--- config.mk ---
export PLATFORM = sky130hd
export DESIGN_NAME = k12a_lcd_ctl_flat
export DESIGN_NICKNAME = d
export VERILOG_FILES = /design/src/rtl/k12a_lcd_ctl_pkg.sv /design/src/rtl/k12a_lcd_ctl_if.sv /design/src/rtl/k12a_lcd_timer.sv /design/src/rtl/k12a_lcd_ctl.sv /design/src/flat_wrapper.sv
export SDC_FILE = /design/constraint.sdc
export NUM_CORES = 1
export LEC_CHECK = 0
export ABC_AREA = 1
export CAP_MARGIN = 20
export CORE_ASPECT_RATIO = 1.25
export CORE_MARGIN = 5
export CORE_UTILIZATION = 37
export CTS_BUF_LIST = sky130_fd_sc_hd__clkbuf_4
export DETAILED_ROUTE_END_ITERATION = 10
export PLACE_DENSITY = 0.55
export SLEW_MARGIN = 20
export SYNTH_ARGS = -nofsm -noshare
export SYNTH_HDL_FRONTEND = slang
export SYNTH_SLANG_ARGS = --single-unit
--- constraint.sdc ---
create_clock -name sys_clock -period 4.83 [get_ports sys_clock]
set_clock_uncertainty 0.05 [all_clocks]
set_input_delay 0.483 -clock sys_clock [delete_from_list [all_inputs] [get_ports sys_clock]]
set_output_delay 0.483 -clock sys_clock [all_outputs]
set_load 0.01 [all_outputs]
--- src/rtl/k12a_lcd_ctl_pkg.sv ---
// Shared types and constants for the k12a HD44780 LCD sequencer.
package k12a_lcd_ctl_pkg;

    localparam int unsigned LCD_DATA_W = 8;

    typedef enum logic [2:0] {
        LCD_IDLE,
        LCD_SETUP,
        LCD_ENABLE,
        LCD_HOLD,
        LCD_WAIT,
        LCD_POWERUP,
        LCD_INIT
    } lcd_state_t;

    typedef struct packed {
        logic                  rs;
        logic [LCD_DATA_W-1:0] data;
    } lcd_req_t;

    localparam logic [LCD_DATA_W-1:0] LCD_CMD_CLEAR  = 8'h01;
    localparam logic [LCD_DATA_W-1:0] LCD_CMD_HOME   = 8'h02;
    localparam logic [LCD_DATA_W-1:0] LCD_INIT_FUNC  = 8'h38;
    localparam logic [LCD_DATA_W-1:0] LCD_INIT_DISP  = 8'h0C;
    localparam logic [LCD_DATA_W-1:0] LCD_INIT_ENTRY = 8'h06;
    localparam logic [LCD_DATA_W-1:0] LCD_INIT_CLEAR = 8'h01;

    // Power-on command sequence, selected by a 2-bit index.
    function automatic logic [LCD_DATA_W-1:0] lcd_init_byte(input logic [1:0] idx);
        case (idx)
            2'd0:    return LCD_INIT_FUNC;
            2'd1:    return LCD_INIT_DISP;
            2'd2:    return LCD_INIT_ENTRY;
            default: return LCD_INIT_CLEAR;
        endcase
    endfunction

    // Clear (0x01) and home (0x02/0x03, bit 0 is don't-care) need the long execution wait.
    function automatic logic is_long_cmd(input lcd_req_t req);
        return !req.rs && ((req.data == LCD_CMD_CLEAR) ||
                           (req.data[LCD_DATA_W-1:1] == LCD_CMD_HOME[LCD_DATA_W-1:1]));
    endfunction

endpackage

--- src/rtl/k12a_lcd_ctl_if.sv ---
// Request handshake and LCD pin bundle between the k12a I/O block and the LCD sequencer.
interface k12a_lcd_ctl_if;

    logic       req_valid;
    logic       req_rs;
    logic [7:0] req_data;
    logic       req_ready;
    logic       busy;
    logic       lcd_rs;
    logic       lcd_rw;
    logic       lcd_en;
    logic [7:0] lcd_data;

    modport master (
        output req_valid, req_rs, req_data,
        input  req_ready, busy, lcd_rs, lcd_rw, lcd_en, lcd_data
    );

    modport slave (
        input  req_valid, req_rs, req_data,
        output req_ready, busy, lcd_rs, lcd_rw, lcd_en, lcd_data
    );

endinterface

--- src/rtl/k12a_lcd_timer.sv ---
// Loadable down-counter that stops at zero; zero_o is registered alongside the count.
module k12a_lcd_timer #(
    parameter int unsigned      CNT_W   = 16,
    parameter logic [CNT_W-1:0] RST_VAL = '0
) (
    input  logic             sys_clock,
    input  logic             reset,
    input  logic             load_i,
    input  logic [CNT_W-1:0] load_value_i,
    output logic             zero_o
);

    logic [CNT_W-1:0] cnt_q, cnt_d;
    logic             zero_q;

    always_comb begin
        cnt_d = cnt_q;
        if (load_i) begin
            cnt_d = load_value_i;
        end else if (cnt_q != '0) begin
            cnt_d = cnt_q - CNT_W'(1);
        end
    end

    always_ff @(posedge sys_clock) begin
        if (reset) begin
            cnt_q  <= RST_VAL;
            zero_q <= (RST_VAL == '0);
        end else begin
            cnt_q  <= cnt_d;
            zero_q <= (cnt_d == '0);
        end
    end

    assign zero_o = zero_q;

endmodule

--- src/rtl/k12a_lcd_ctl.sv ---
// HD44780 write sequencer: setup / enable / hold / execution-wait timing per accepted byte.
// Optional power-on init sequence under K12A_LCD_INIT_EN.
module k12a_lcd_ctl
    import k12a_lcd_ctl_pkg::*;
#(
    parameter int unsigned SETUP_CYCLES      = 4,
    parameter int unsigned EN_CYCLES         = 12,
    parameter int unsigned HOLD_CYCLES       = 4,
    parameter int unsigned SHORT_WAIT_CYCLES = 50,
    parameter int unsigned LONG_WAIT_CYCLES  = 2000,
    parameter int unsigned CNT_W             = 16
) (
    input  logic            sys_clock,
    input  logic            reset,
    k12a_lcd_ctl_if.slave   bus
);

    localparam logic [CNT_W-1:0] SETUP_LD = CNT_W'(SETUP_CYCLES - 1);
    localparam logic [CNT_W-1:0] EN_LD    = CNT_W'(EN_CYCLES - 1);
    localparam logic [CNT_W-1:0] HOLD_LD  = CNT_W'(HOLD_CYCLES - 1);
    localparam logic [CNT_W-1:0] SHORT_LD = CNT_W'(SHORT_WAIT_CYCLES - 1);
    localparam logic [CNT_W-1:0] LONG_LD  = CNT_W'(LONG_WAIT_CYCLES - 1);

`ifdef K12A_LCD_INIT_EN
    localparam lcd_state_t       RST_STATE = LCD_POWERUP;
    localparam logic [CNT_W-1:0] TMR_RST   = CNT_W'(LONG_WAIT_CYCLES * 8 - 1);
`else
    localparam lcd_state_t       RST_STATE = LCD_IDLE;
    localparam logic [CNT_W-1:0] TMR_RST   = '0;
`endif
    localparam logic RST_READY = (RST_STATE == LCD_IDLE);

    lcd_state_t       state_q, state_d;
    lcd_req_t         req_q, req_d;
    logic             en_q, ready_q, busy_q;
    logic             tmr_load;
    logic [CNT_W-1:0] tmr_value;
    logic             tmr_zero;
`ifdef K12A_LCD_INIT_EN
    logic [1:0]       idx_q, idx_d;
    logic             init_q, init_d;
`endif

    k12a_lcd_timer #(
        .CNT_W   (CNT_W),
        .RST_VAL (TMR_RST)
    ) u_timer (
        .sys_clock    (sys_clock),
        .reset        (reset),
        .load_i       (tmr_load),
        .load_value_i (tmr_value),
        .zero_o       (tmr_zero)
    );

    // Next state, latched request and timer reloads on each state entry.
    always_comb begin
        state_d   = state_q;
        req_d     = req_q;
        tmr_load  = 1'b0;
        tmr_value = '0;
`ifdef K12A_LCD_INIT_EN
        idx_d     = idx_q;
        init_d    = init_q;
`endif
        case (state_q)
            LCD_IDLE: begin
                if (bus.req_valid) begin
                    state_d   = LCD_SETUP;
                    req_d     = '{rs: bus.req_rs, data: bus.req_data};
                    tmr_load  = 1'b1;
                    tmr_value = SETUP_LD;
                end
            end
            LCD_SETUP: begin
                if (tmr_zero) begin
                    state_d   = LCD_ENABLE;
                    tmr_load  = 1'b1;
                    tmr_value = EN_LD;
                end
            end
            LCD_ENABLE: begin
                if (tmr_zero) begin
                    state_d   = LCD_HOLD;
                    tmr_load  = 1'b1;
                    tmr_value = HOLD_LD;
                end
            end
            LCD_HOLD: begin
                if (tmr_zero) begin
                    state_d   = LCD_WAIT;
                    tmr_load  = 1'b1;
                    tmr_value = is_long_cmd(req_q) ? LONG_LD : SHORT_LD;
                end
            end
            LCD_WAIT: begin
                if (tmr_zero) begin
                    state_d = LCD_IDLE;
`ifdef K12A_LCD_INIT_EN
                    if (init_q) begin
                        if (idx_q == 2'd3) begin
                            init_d = 1'b0;
                        end else begin
                            idx_d   = idx_q + 2'd1;
                            state_d = LCD_INIT;
                        end
                    end
`endif
                end
            end
`ifdef K12A_LCD_INIT_EN
            LCD_POWERUP: begin
                if (tmr_zero) begin
                    state_d = LCD_INIT;
                end
            end
            LCD_INIT: begin
                state_d   = LCD_SETUP;
                req_d     = '{rs: 1'b0, data: lcd_init_byte(idx_q)};
                tmr_load  = 1'b1;
                tmr_value = SETUP_LD;
            end
`endif
            default: state_d = LCD_IDLE;
        endcase
    end

    // State and registered pin/status outputs derived from the next state.
    always_ff @(posedge sys_clock) begin
        if (reset) begin
            state_q <= RST_STATE;
            req_q   <= '0;
            en_q    <= 1'b0;
            ready_q <= RST_READY;
            busy_q  <= !RST_READY;
`ifdef K12A_LCD_INIT_EN
            idx_q   <= 2'd0;
            init_q  <= 1'b1;
`endif
        end else begin
            state_q <= state_d;
            req_q   <= req_d;
            en_q    <= (state_d == LCD_ENABLE);
            ready_q <= (state_d == LCD_IDLE);
            busy_q  <= (state_d != LCD_IDLE);
`ifdef K12A_LCD_INIT_EN
            idx_q   <= idx_d;
            init_q  <= init_d;
`endif
        end
    end

    assign bus.req_ready = ready_q;
    assign bus.busy      = busy_q;
    assign bus.lcd_rs    = req_q.rs;
    assign bus.lcd_rw    = 1'b0;
    assign bus.lcd_en    = en_q;
    assign bus.lcd_data  = req_q.data;

endmodule

--- src/flat_wrapper.sv ---
// flat-port wrapper written by rule: the top's interface ports become plain ports
module k12a_lcd_ctl_flat import k12a_lcd_ctl_pkg::*;
#(
    parameter int unsigned SETUP_CYCLES      = 4,
    parameter int unsigned EN_CYCLES         = 12,
    parameter int unsigned HOLD_CYCLES       = 4,
    parameter int unsigned SHORT_WAIT_CYCLES = 50,
    parameter int unsigned LONG_WAIT_CYCLES  = 2000,
    parameter int unsigned CNT_W             = 16
)
  (sys_clock, reset, bus_req_valid, bus_req_rs, bus_req_data, bus_req_ready, bus_busy, bus_lcd_rs, bus_lcd_rw, bus_lcd_en, bus_lcd_data);
  k12a_lcd_ctl_if bus_i ();
  input  logic sys_clock;
  input  logic reset;
  input wire logic [$bits(bus_i.req_valid)-1:0] bus_req_valid;
  input wire logic [$bits(bus_i.req_rs)-1:0] bus_req_rs;
  input wire logic [$bits(bus_i.req_data)-1:0] bus_req_data;
  output wire logic [$bits(bus_i.req_ready)-1:0] bus_req_ready;
  output wire logic [$bits(bus_i.busy)-1:0] bus_busy;
  output wire logic [$bits(bus_i.lcd_rs)-1:0] bus_lcd_rs;
  output wire logic [$bits(bus_i.lcd_rw)-1:0] bus_lcd_rw;
  output wire logic [$bits(bus_i.lcd_en)-1:0] bus_lcd_en;
  output wire logic [$bits(bus_i.lcd_data)-1:0] bus_lcd_data;
  assign bus_i.req_valid = bus_req_valid;
  assign bus_i.req_rs = bus_req_rs;
  assign bus_i.req_data = bus_req_data;
  assign bus_req_ready = bus_i.req_ready;
  assign bus_busy = bus_i.busy;
  assign bus_lcd_rs = bus_i.lcd_rs;
  assign bus_lcd_rw = bus_i.lcd_rw;
  assign bus_lcd_en = bus_i.lcd_en;
  assign bus_lcd_data = bus_i.lcd_data;
  k12a_lcd_ctl #(.SETUP_CYCLES(SETUP_CYCLES), .EN_CYCLES(EN_CYCLES), .HOLD_CYCLES(HOLD_CYCLES), .SHORT_WAIT_CYCLES(SHORT_WAIT_CYCLES), .LONG_WAIT_CYCLES(LONG_WAIT_CYCLES), .CNT_W(CNT_W)) u_core (.sys_clock(sys_clock), .reset(reset), .bus(bus_i));
endmodule
Word level (Yosys, flattened, before mapping)
Cells that the tools add are included.

Multiplexer cells: 17. Reduce and logical (&&, ||, !) cells: 10. Add/subtract/negate cells: 1. Equal/unequal tests: 7.

Operator list (count): 16-bit case mux with 4 select lines (1); 16-bit two-way mux (3); 16-bit logical NOT (1); 16-bit nonzero test (1); 16-bit by 1-bit subtractor with 16-bit output (second input constant) (1); 3-bit two-way mux (5); 3-bit case mux with 5 select lines (1); 11-bit two-way mux (1); 3-bit by 2-bit == test with 1-bit output (second input constant) (3); 8-bit by 1-bit == test with 1-bit output (second input constant) (1); 7-bit by 1-bit == test with 1-bit output (second input constant) (1); 3-bit logical NOT (2); 2-bit two-way mux (2); 4-bit two-way mux (1); 3-bit by 1-bit == test with 1-bit output (second input constant) (1); 3-bit == test (second input constant) (1); 3-bit nonzero test (1); 3-bit OR reduction (1); 1-bit two-way mux (2); 1-bit case mux with 2 select lines (1); 2-bit AND reduction (1); 1-bit logical AND (1); 1-bit logical NOT (1); 1-bit logical OR (1).

Word-level logic and storage cells: 43. Input bits: 12. Output and inout port bits: 13. Register bits: 32.

Depth between registers and ports, before layout
Gate-level depths: netlist (run 1).

Word-level depth: 8. Gate-level depth with buffers: 13. Gate-level depth less buffers: 13.

Hierarchy
From an unflattened synthesis (run 1), not the netlist that was laid out.

Cell total of the unflattened synthesis: 313. Area, all modules: 1944.4 um^2.

Modules (own cells, without submodules): k12a_lcd_timer (times used 1, area an instance 1277.5 um^2, cells each 219); k12a_lcd_ctl (times used 1, area an instance 666.9 um^2, cells each 94).

Worst setup path after synthesis (run 1)
No wires, ideal clock.

Path type: register -> register. From: register u_core.u_timer.cnt_q[0]. To: register u_core.u_timer.zero_q, in the netlist u_core.u_timer.zero_o. Buffers on the path: 0. Stages on the path, launching flop included: 14. Setup time: 122 ps. Setup slack: 3257 ps. Arrival time: 1401 ps. Required time: 4658 ps. Cells stage by stage: dfxtp_1 -> inv_1 -> ha_1 -> nand2_1 -> nor2_1 -> nand2_1 -> nand2_1 -> nand3_1 -> nand2_1 -> nor2_1 -> nand2_1 -> nor2_1 -> nand3_1 -> nand2_1.

Cells in the longest elaborated chain, start to end: 4. Elaborated cells on any way between the ends: 5. Those cells by class: add/sub (1); mux (2); reduce/logical (2).

RTL lines: start, declared (line k12a_lcd_timer.sv:13) `logic [CNT_W-1:0] cnt_q, cnt_d;`; start signal, assigned (line k12a_lcd_timer.sv:30) `cnt_q <= cnt_d;`; 16-bit by 1-bit subtractor with 16-bit output / 16-bit nonzero test (equally long branches) (line k12a_lcd_timer.sv:21, k12a_lcd_timer.sv:20); 16-bit two-way mux * (line k12a_lcd_timer.sv:20) `end else if (cnt_q != '0) begin`; 16-bit two-way mux * (line k12a_lcd_timer.sv:18) `if (load_i) begin`; 16-bit logical NOT * (line k12a_lcd_timer.sv:31) `zero_q <= (cnt_d == '0);`; end signal, assigned (line k12a_lcd_timer.sv:28) `zero_q <= (RST_VAL == '0);`; end signal, assigned (line k12a_lcd_timer.sv:31); end, declared (line k12a_lcd_timer.sv:14) `logic zero_q;`.

Every way passes the cells marked *; elsewhere a longest branch is shown, timed or not. A chain may end at the register's enable or synchronous reset.

==> results of run 1 <==
## routing by layer
| layer | vias up | track usage [%] | routed length, um |
|---|---|---|---|
| met5 | - | 0 | 0 |
| met3 | 8 | 3.70 | 196 |
| met4 | 0 | 6.67 | 95 |
| met2 | 36 | 26.2 | 2070 |
| met1 | 723 | 15.6 | 1710 |
| li1 | 877 | - | - |
## cells in the final DEF, fill, tap and decap left out
cell type / n
o21ai_0: 11
nand2_2: 2
clkbuf_4: 7
clkinv_1: 1
and2_1: 1
nand2_4: 2
nor3_1: 2
nor2_2: 5
o21ai_1: 1
inv_2: 2
nor2_8: 1
ha_1: 2
nand4_1: 1
xor2_1: 2
nor2_4: 2
a31oi_1: 1
o211a_1: 1
nor2_1: 60
nand3_1: 23
a21oi_1: 12
nor3_2: 1
dfxtp_1: 32
nand3_2: 5
xnor2_1: 4
nand2_1: 59
nand3b_1: 3
clkdlybuf4s50_1: 23
conb_1: 1
inv_1: 19
## cell type report
type / instances / area [um2] / area share, %
flip-flops and latches: 32 / 641 / 30.9
inverters: 21 / 78.8 / 3.80
repair buffers: 23 / 230 / 11.1
well taps: 60 / 75.1 / 3.62
multi-input cells: 202 / 993 / 47.9
clock inverters: 1 / 3.75 / 0.181
clock buffers: 7 / 52.6 / 2.53
## tightest hold or removal path, delay by kind of cell, from the launching register on
family | cells | cell delay, ns
AND/OR/NAND/NOR | 2 | 0.15
flip-flops | 1 | 0.33
## stage by stage
stage / total power, mW / hold WS (ns) / instances
2_1_floorplan: 1.35 / 0.471 / 262
3_3_place_gp: 1.59 / 0.449 / 338
3_5_place_dp: 1.58 / 0.446 / 338
4_1_cts: 1.74 / 0.463 / 346
5_1_grt: 1.93 / 0.479 / 346
6_report: 1.72 / 0.461 / 346
## flip-flops by register name (all words and copies together), names as in the netlist
signal / flops
u_core.u_timer.cnt_q: 16
u_core.state_q: 3
u_core.bus.lcd_rs: 1
u_core.bus.req_ready: 1
u_core.bus.busy: 1
u_core.bus.lcd_data: 8
u_core.u_timer.zero_o: 1
u_core.bus.lcd_en: 1
## power by group
part | switching, mW | internal (mW) | total (mW) | leakage, nW
clock | 0.0841 | 0.0671 | 0.151 | 0.0338
combinational | 0.721 | 0.418 | 1.14 | 0.704
sequential | 0.0791 | 0.351 | 0.430 | 0.263
## final timing paths
check                          startpoint  depth (start not counted)  slack, ns                endpoint
hold / removal     u_core.bus.lcd_data[1]                          2       0.46  u_core.bus.lcd_data[1]
setup / recovery                    reset                          5       2.82         u_core.bus.busy
setup reg to reg  u_core.u_timer.cnt_q[0]                         13       2.94   u_core.u_timer.zero_o
hold reg to reg    u_core.bus.lcd_data[1]                          2       0.46  u_core.bus.lcd_data[1]
## kinds of logic (layout without fill, tap and decap cells)
family	after synthesis	after routing	share of synthesized area (%)
flops	32	32	36.4
fa+ha+maj	2	2	1.42
compound gates	26	26	7.75
xor+xnor	6	6	2.99
other cells	1	1	0.213
simple gates	167	167	44.1
buf+inv	28	52	7.11
## synth_stat cells, types with 3 or more instances
master,instances
dfxtp_1,32
nor2_1,60
nand3b_1,3
inv_1,19
nand3_1,23
o21ai_0,11
nor2_2,5
a21oi_1,12
nand2_1,59
clkbuf_1,3
xnor2_1,4
nand3_2,5
==> PnR_summary.wiki, run 1 <==
{| class="wikitable"
! Metric !! Value
|-
| Boundary Pins || 25
|-
| Number of warnings printed during yosys synthesis || 0
|-
| DR vias || 1,644
|-
| Top cell family by delay on the critical path || buffers and inverters
|-
| Pins over their slew limit || 0
|-
| Reported leakage power || 1.00 nW
|-
| Pin count of the biggest net entering global routing || 19
|-
| Fraction of final layout cells with drive strength greater than 1 || 9.44%
|-
| Die Footprint || 6240 um2
|-
| Number of endpoints with negative hold slack in the final report || 0
|-
| Cell type with the highest aggregate area in the netlist || dfxtp_1
|-
| Worst min path class || flop to flop
|-
| Crit path cell chain || clkdlybuf4s50_1, inv_1, o211a_1, nor3_2, inv_1
|-
| Inserted Diodes || 0
|-
| Clock root cell || clkbuf_4
|-
| Final Cycle Share || 41.5%
|-
| Worst rel slew slack || 58.0%
|-
| Ranking of synthesized cells by area || dfxtp_1 36%, nor2_1 13%, nand2_1 13%, nand3_1 6.5%, inv_1 4.1%
|-
| Total power density per cell area || 829 nW/um2
|-
| Buffers inserted during post-CTS setup optimization || 0
|-
| Min Clock Period, post-route || 2.01 ns
|-
| Per-cell routed wire length || 11.8 um
|-
| Number of clock sinks || 32
|-
| Highest net fanout along the worst path || 18
|-
| Post-synthesis instance area || 1760 um2
|-
| CTS tree || yes
|-
| GRT Overall Usage || 14.5%
|-
| Synthesized netlist cell count || 262
|-
| Final design area excluding fillers || 2070 um2
|-
| Drt drc || 0
|-
| Vias in the first global route || 1,576
|-
| Max_cap viols || 0
|-
| Sequential cell area fraction in the yosys report || 36.4%
|-
| Count of cells resized by post-cts repair || 0
|-
| Total of endpoints with negative setup slack in the final report || 0
|-
| Die height || 87.1 um
|-
| Net count, final || 299
|-
| Most frequently used flop master after synthesis || dfxtp_1
|-
| Post-synthesis to final-layout area growth || 17.9%
|-
| Number of levels in the clock H-tree || 2
|-
| VDD IR-drop max || 0.332 mV
|-
| Routed Antenna Nets || 0
|-
| Nature of the critical path startpoint || input pin
|-
| Layout Utilization || 44.5%
|-
| Register bit count reported by yosys || 32
|-
| CTS clk-pin slew, worst paths || 0.09 ns
|-
| Slack of the critical path || 2.82 ns
|-
| First-pass GRT wire length || 7040 um
|-
| Clock latency reported for the late side of the worst-skew pair || 0.33 ns
|-
| Number of hold-repair buffers added at the cts stage || 0
|-
| Run status || completed
|-
| # port buffers || 23
|-
| Total number of placement rows || 28
|-
| Worst setup slack after placement || 2.45 ns
|-
| Gr ovfl total || 0
|-
| Post-synth EDFFs || 0
|-
| Summed negative setup slack over all endpoints || 0 ns
|-
| Category of the worst setup path capture point || flop
|-
| Number of antenna violations at the first check in global routing || 0
|-
| Slowest-stage cell, CP || clkdlybuf4s50_1
|-
| Initial detailed-routing violation count || 115
|-
| Share of synthesized flip-flops with an asynchronous set or reset || 0%
|-
| Synthesized Nets || 276
|-
| Total placed instance area || 2020 um2
|-
| Number of buffers and inverters on the critical path || 3
|-
| Setup repair after global routing missed its margin || no
|-
| Core box area || 4660 um2
|-
| Fill count || 489
|-
| Critical path's most frequent cell || inv_1
|-
| Detailed-router iteration count before antenna repair || 4
|-
| Horizontal die dimension || 71.7 um
|-
| Worst Path Arrival || 2.18 ns
|-
| Actual slew at the worst max-slew pin || 0.629 ns
|-
| CP Data Required Time || 5.00 ns
|-
| Number of buffers created by CTS || 5
|-
| Area share of the largest cell type after synthesis || 36.4%
|-
| Syn Area/Cell || 6.71 um2
|-
| Average vias per placed instance || 4.75
|-
| Total wire length after detailed routing || 4070 um
|-
| Post-detail-place hpwl || 3170 um
|-
| Weighted congestion reported at the end of routability-driven placement || 0.776
|-
| Max frequency || 498 MHz
|-
| Count of cell types in the netlist || 30
|-
| Critical Setup Path Class || input pin to flop
|-
| Worst stage delay on the critical path || 0.87 ns
|-
| Largest buffer count on any clock path || 2
|-
| Starting utilization of the core area || 37.8%
|}
(Power assumes the default switching activity.)
==> inputs of run 2 (changes only) <==
--- a/config.mk
+++ b/config.mk
@@ -12,7 +12,7 @@
 export CORE_UTILIZATION = 37
 export CTS_BUF_LIST = sky130_fd_sc_hd__clkbuf_4
 export DETAILED_ROUTE_END_ITERATION = 10
-export PLACE_DENSITY = 0.55
+export PLACE_DENSITY = 0.57
 export SLEW_MARGIN = 20
 export SYNTH_ARGS = -nofsm -noshare
 export SYNTH_HDL_FRONTEND = slang
==> constraint.sdc (replaced) <==
create_clock -name sys_clock -period 1.73 [get_ports sys_clock]
set_clock_uncertainty 0.05 [all_clocks]
set_input_delay 0.173 -clock sys_clock [delete_from_list [all_inputs] [get_ports sys_clock]]
set_output_delay 0.173 -clock sys_clock [all_outputs]
set_load 0.01 [all_outputs]
==> run 2 against run 1 <==
Compared with the run above:
- worst hold slack worse by 0.061 ns
- die area unchanged
- global-route usage up 0.76 points
- register-to-register slack worse by 2.9 ns
- largest cell class unchanged
- via count increased by 6.0%
- design area increased by 13%
- critical endpoint is now u_core.u_timer.zero_o
- core utilization grew 5.7 points
==> PnR_summary.wiki, run 2 (synthesis results as in run 1) <==
{| class="wikitable"
! Metric !! Value
|-
| Run status || completed (unchanged)
|-
| Pins over their slew limit || 0 (unchanged)
|-
| Pin count of the biggest net entering global routing || 17 (was 19)
|-
| Starting utilization of the core area || 37.8% (unchanged)
|-
| CTS tree || yes (unchanged)
|-
| GRT Overall Usage || 15.2% (was 14.5%)
|-
| Summed negative setup slack over all endpoints || 0 ns (unchanged)
|-
| Weighted congestion reported at the end of routability-driven placement || 0.846 (was 0.776)
|-
| Horizontal die dimension || 71.7 um (unchanged)
|-
| Final std cells w/o fill || 363 (was 346)
|-
| Number of placed instances with taps included || 346 (was 338)
|-
| Max frequency || 599 MHz
|-
| Inserted Diodes || 0 (unchanged)
|-
| Post-detail-place hpwl || 3380 um (was 3170 um)
|-
| CTS clk-pin slew, worst paths || 0.11 ns (was 0.09 ns)
|-
| Detailed-router iteration count before antenna repair || 4 (unchanged)
|-
| Boundary Pins || 25 (unchanged)
|-
| Number of levels in the clock H-tree || 2 (unchanged)
|-
| Fraction of final layout cells with drive strength greater than 1 || 25.1% (was 9.44%)
|-
| Number of clock sinks || 32 (unchanged)
|-
| Net count, final || 316 (was 299)
|-
| Total wire length after detailed routing || 4570 um (was 4070 um)
|-
| Category of the worst setup path capture point || flop (unchanged)
|-
| Nature of the critical path startpoint || flop (was input pin)
|-
| Vias in the first global route || 1,717 (was 1,576)
|-
| Average vias per placed instance || 4.80 (was 4.75)
|-
| Register with the highest flop count || u_core.u_timer.cnt_q (unchanged)
|-
| Total number of placement rows || 28 (unchanged)
|-
| Worst min path class || input pin to flop (was flop to flop)
|-
| Number of buffers created by CTS || 5 (unchanged)
|-
| Per-cell routed wire length || 12.6 um (was 11.8 um)
|-
| Post-synthesis to final-layout area growth || 33.1% (was 17.9%)
|-
| Clock root cell || clkbuf_4 (unchanged)
|-
| Setup repair after global routing missed its margin || yes (was no)
|-
| Most frequent standard cell in the layout excluding fill and tap cells || nor2_1 (unchanged)
|-
| Flip-flop count of the largest register after layout || 16 (unchanged)
|-
| Clock latency reported for the late side of the worst-skew pair || 0.34 ns (was 0.33 ns)
|-
| Total of endpoints with negative setup slack in the final report || 0 (unchanged)
|-
| Largest buffer count on any clock path || 2 (unchanged)
|-
| Max_cap viols || 0 (unchanged)
|-
| FF/Latch Area || 659 um2 (was 641 um2)
|-
| Routed Antenna Nets || 0 (unchanged)
|-
| First-pass GRT wire length || 7420 um (was 7040 um)
|-
| Slack of the worst reg-to-reg path || 0.06 ns (was 2.94 ns)
|-
| Highest net fanout along the worst path || 3 (was 18)
|-
| Number of hold-repair buffers added at the cts stage || 0 (unchanged)
|-
| WHS || 0.399 ns (was 0.461 ns)
|-
| Critical Setup Path Class || flop to flop (was input pin to flop)
|-
| Final Cycle Share || 96.6%
|-
| Slack of the critical path || 0.0593 ns (was 2.82 ns)
|-
| Worst Path Arrival || 1.92 ns (was 2.18 ns)
|-
| Core box area || 4660 um2 (unchanged)
|-
| Drt drc || 0 (unchanged)
|-
| Worst setup slack after placement || 0.0260 ns (was 2.45 ns)
|-
| Initial detailed-routing violation count || 69 (was 115)
|-
| DR vias || 1,742 (was 1,644)
|-
| Number of antenna violations at the first check in global routing || 0 (unchanged)
|-
| Fill count || 477 (was 489)
|-
| Die Footprint || 6240 um2 (unchanged)
|-
| Gr ovfl total || 0 (unchanged)
|-
| Area of combinational cells with multiple inputs || 1120 um2 (was 993 um2)
|-
| Min Clock Period, post-route || 1.67 ns
|-
| CP Data Required Time || 1.98 ns (was 5.00 ns)
|-
| # port buffers || 23 (unchanged)
|-
| Die height || 87.1 um (unchanged)
|-
| Commonest cells after routing, fill and taps aside || 55 x nor2_1, 53 x nand2_1, 23 x clkdlybuf4s50_1, 21 x dfxtp_1, 17 x nand3_1 (was 60 x nor2_1, 59 x nand2_1, 32 x dfxtp_1, 23 x nand3_1, 23 x clkdlybuf4s50_1)
|-
| Number of endpoints with negative hold slack in the final report || 0 (unchanged)
|}
-- run 2: cell count changes in the layout (fill, tap and decap cells not counted), sizes merged --
cell    before  now
nand2       63   64
clkinv       1    3
clkbuf       7    5
buf          0   16
-- run 2: path summary, 6_finish.rpt --
path,startpoint,endpoint,depth (start not counted)
worst min register to register,u_core.bus.lcd_data[7],u_core.bus.lcd_data[7],2
worst max register to register,u_core.u_timer.cnt_q[2],u_core.u_timer.zero_o,11
worst max-delay path,u_core.u_timer.cnt_q[2],u_core.u_timer.zero_o,11
worst min-delay path,bus_req_data[3],u_core.bus.lcd_data[3],3
-- run 2: layer usage --
metal  global-route usage [%]  up-vias  part of all wire [%]
li1                         -      907                     -
met3                     3.12       16                   3.3
met2                     26.8       37                    53
met4                     9.57        0                   3.4
met1                     16.5      782                    40
met5                        0        -                     0
-- run 2: timing repair --
| action | in CTS | in global routing |
|---|---|---|
| setup endpoints to repair | 0 | 1 |
| resized for setup | 0 | 44 |
| setup buffers | 0 | 8 |
-- run 2: layout make-up --
class / count / share of cell area (%)
multi-input combinational: 203 / 48.0
clock buffer: 5 / 1.60
tap: 60 / 3.21
clock inverter: 3 / 0.588
timing repair buffer: 39 / 15.0
sequential: 32 / 28.2
inverter: 21 / 3.47
-- run 2: worst max-delay path, cell delays in order (launching register included) --
cell,delay [ns]
dfxtp_1,0.36
nor2_1,0.18
nand2_1,0.14
o21ai_0,0.21
nand2_1,0.13
nand3_4,0.11
nand2_2,0.05
nor2_2,0.13
nand2_1,0.06
nor2_1,0.09
nand3_1,0.07
nand2_1,0.06
-- run 2: stage by stage --
stage | cell area [um2] | util [%]
CTS | 2130 | 45.7
global route | 2340 | 50.2
floorplan | 1760 | -
detailed placement | 2080 | 44.6
finish | 2340 | 50.2
global placement | 2080 | 44.6
Power of run 2 is left out: the tool's default activity adds up to more than one toggle a clock period on the data nets, which glitch-free logic cannot reach.
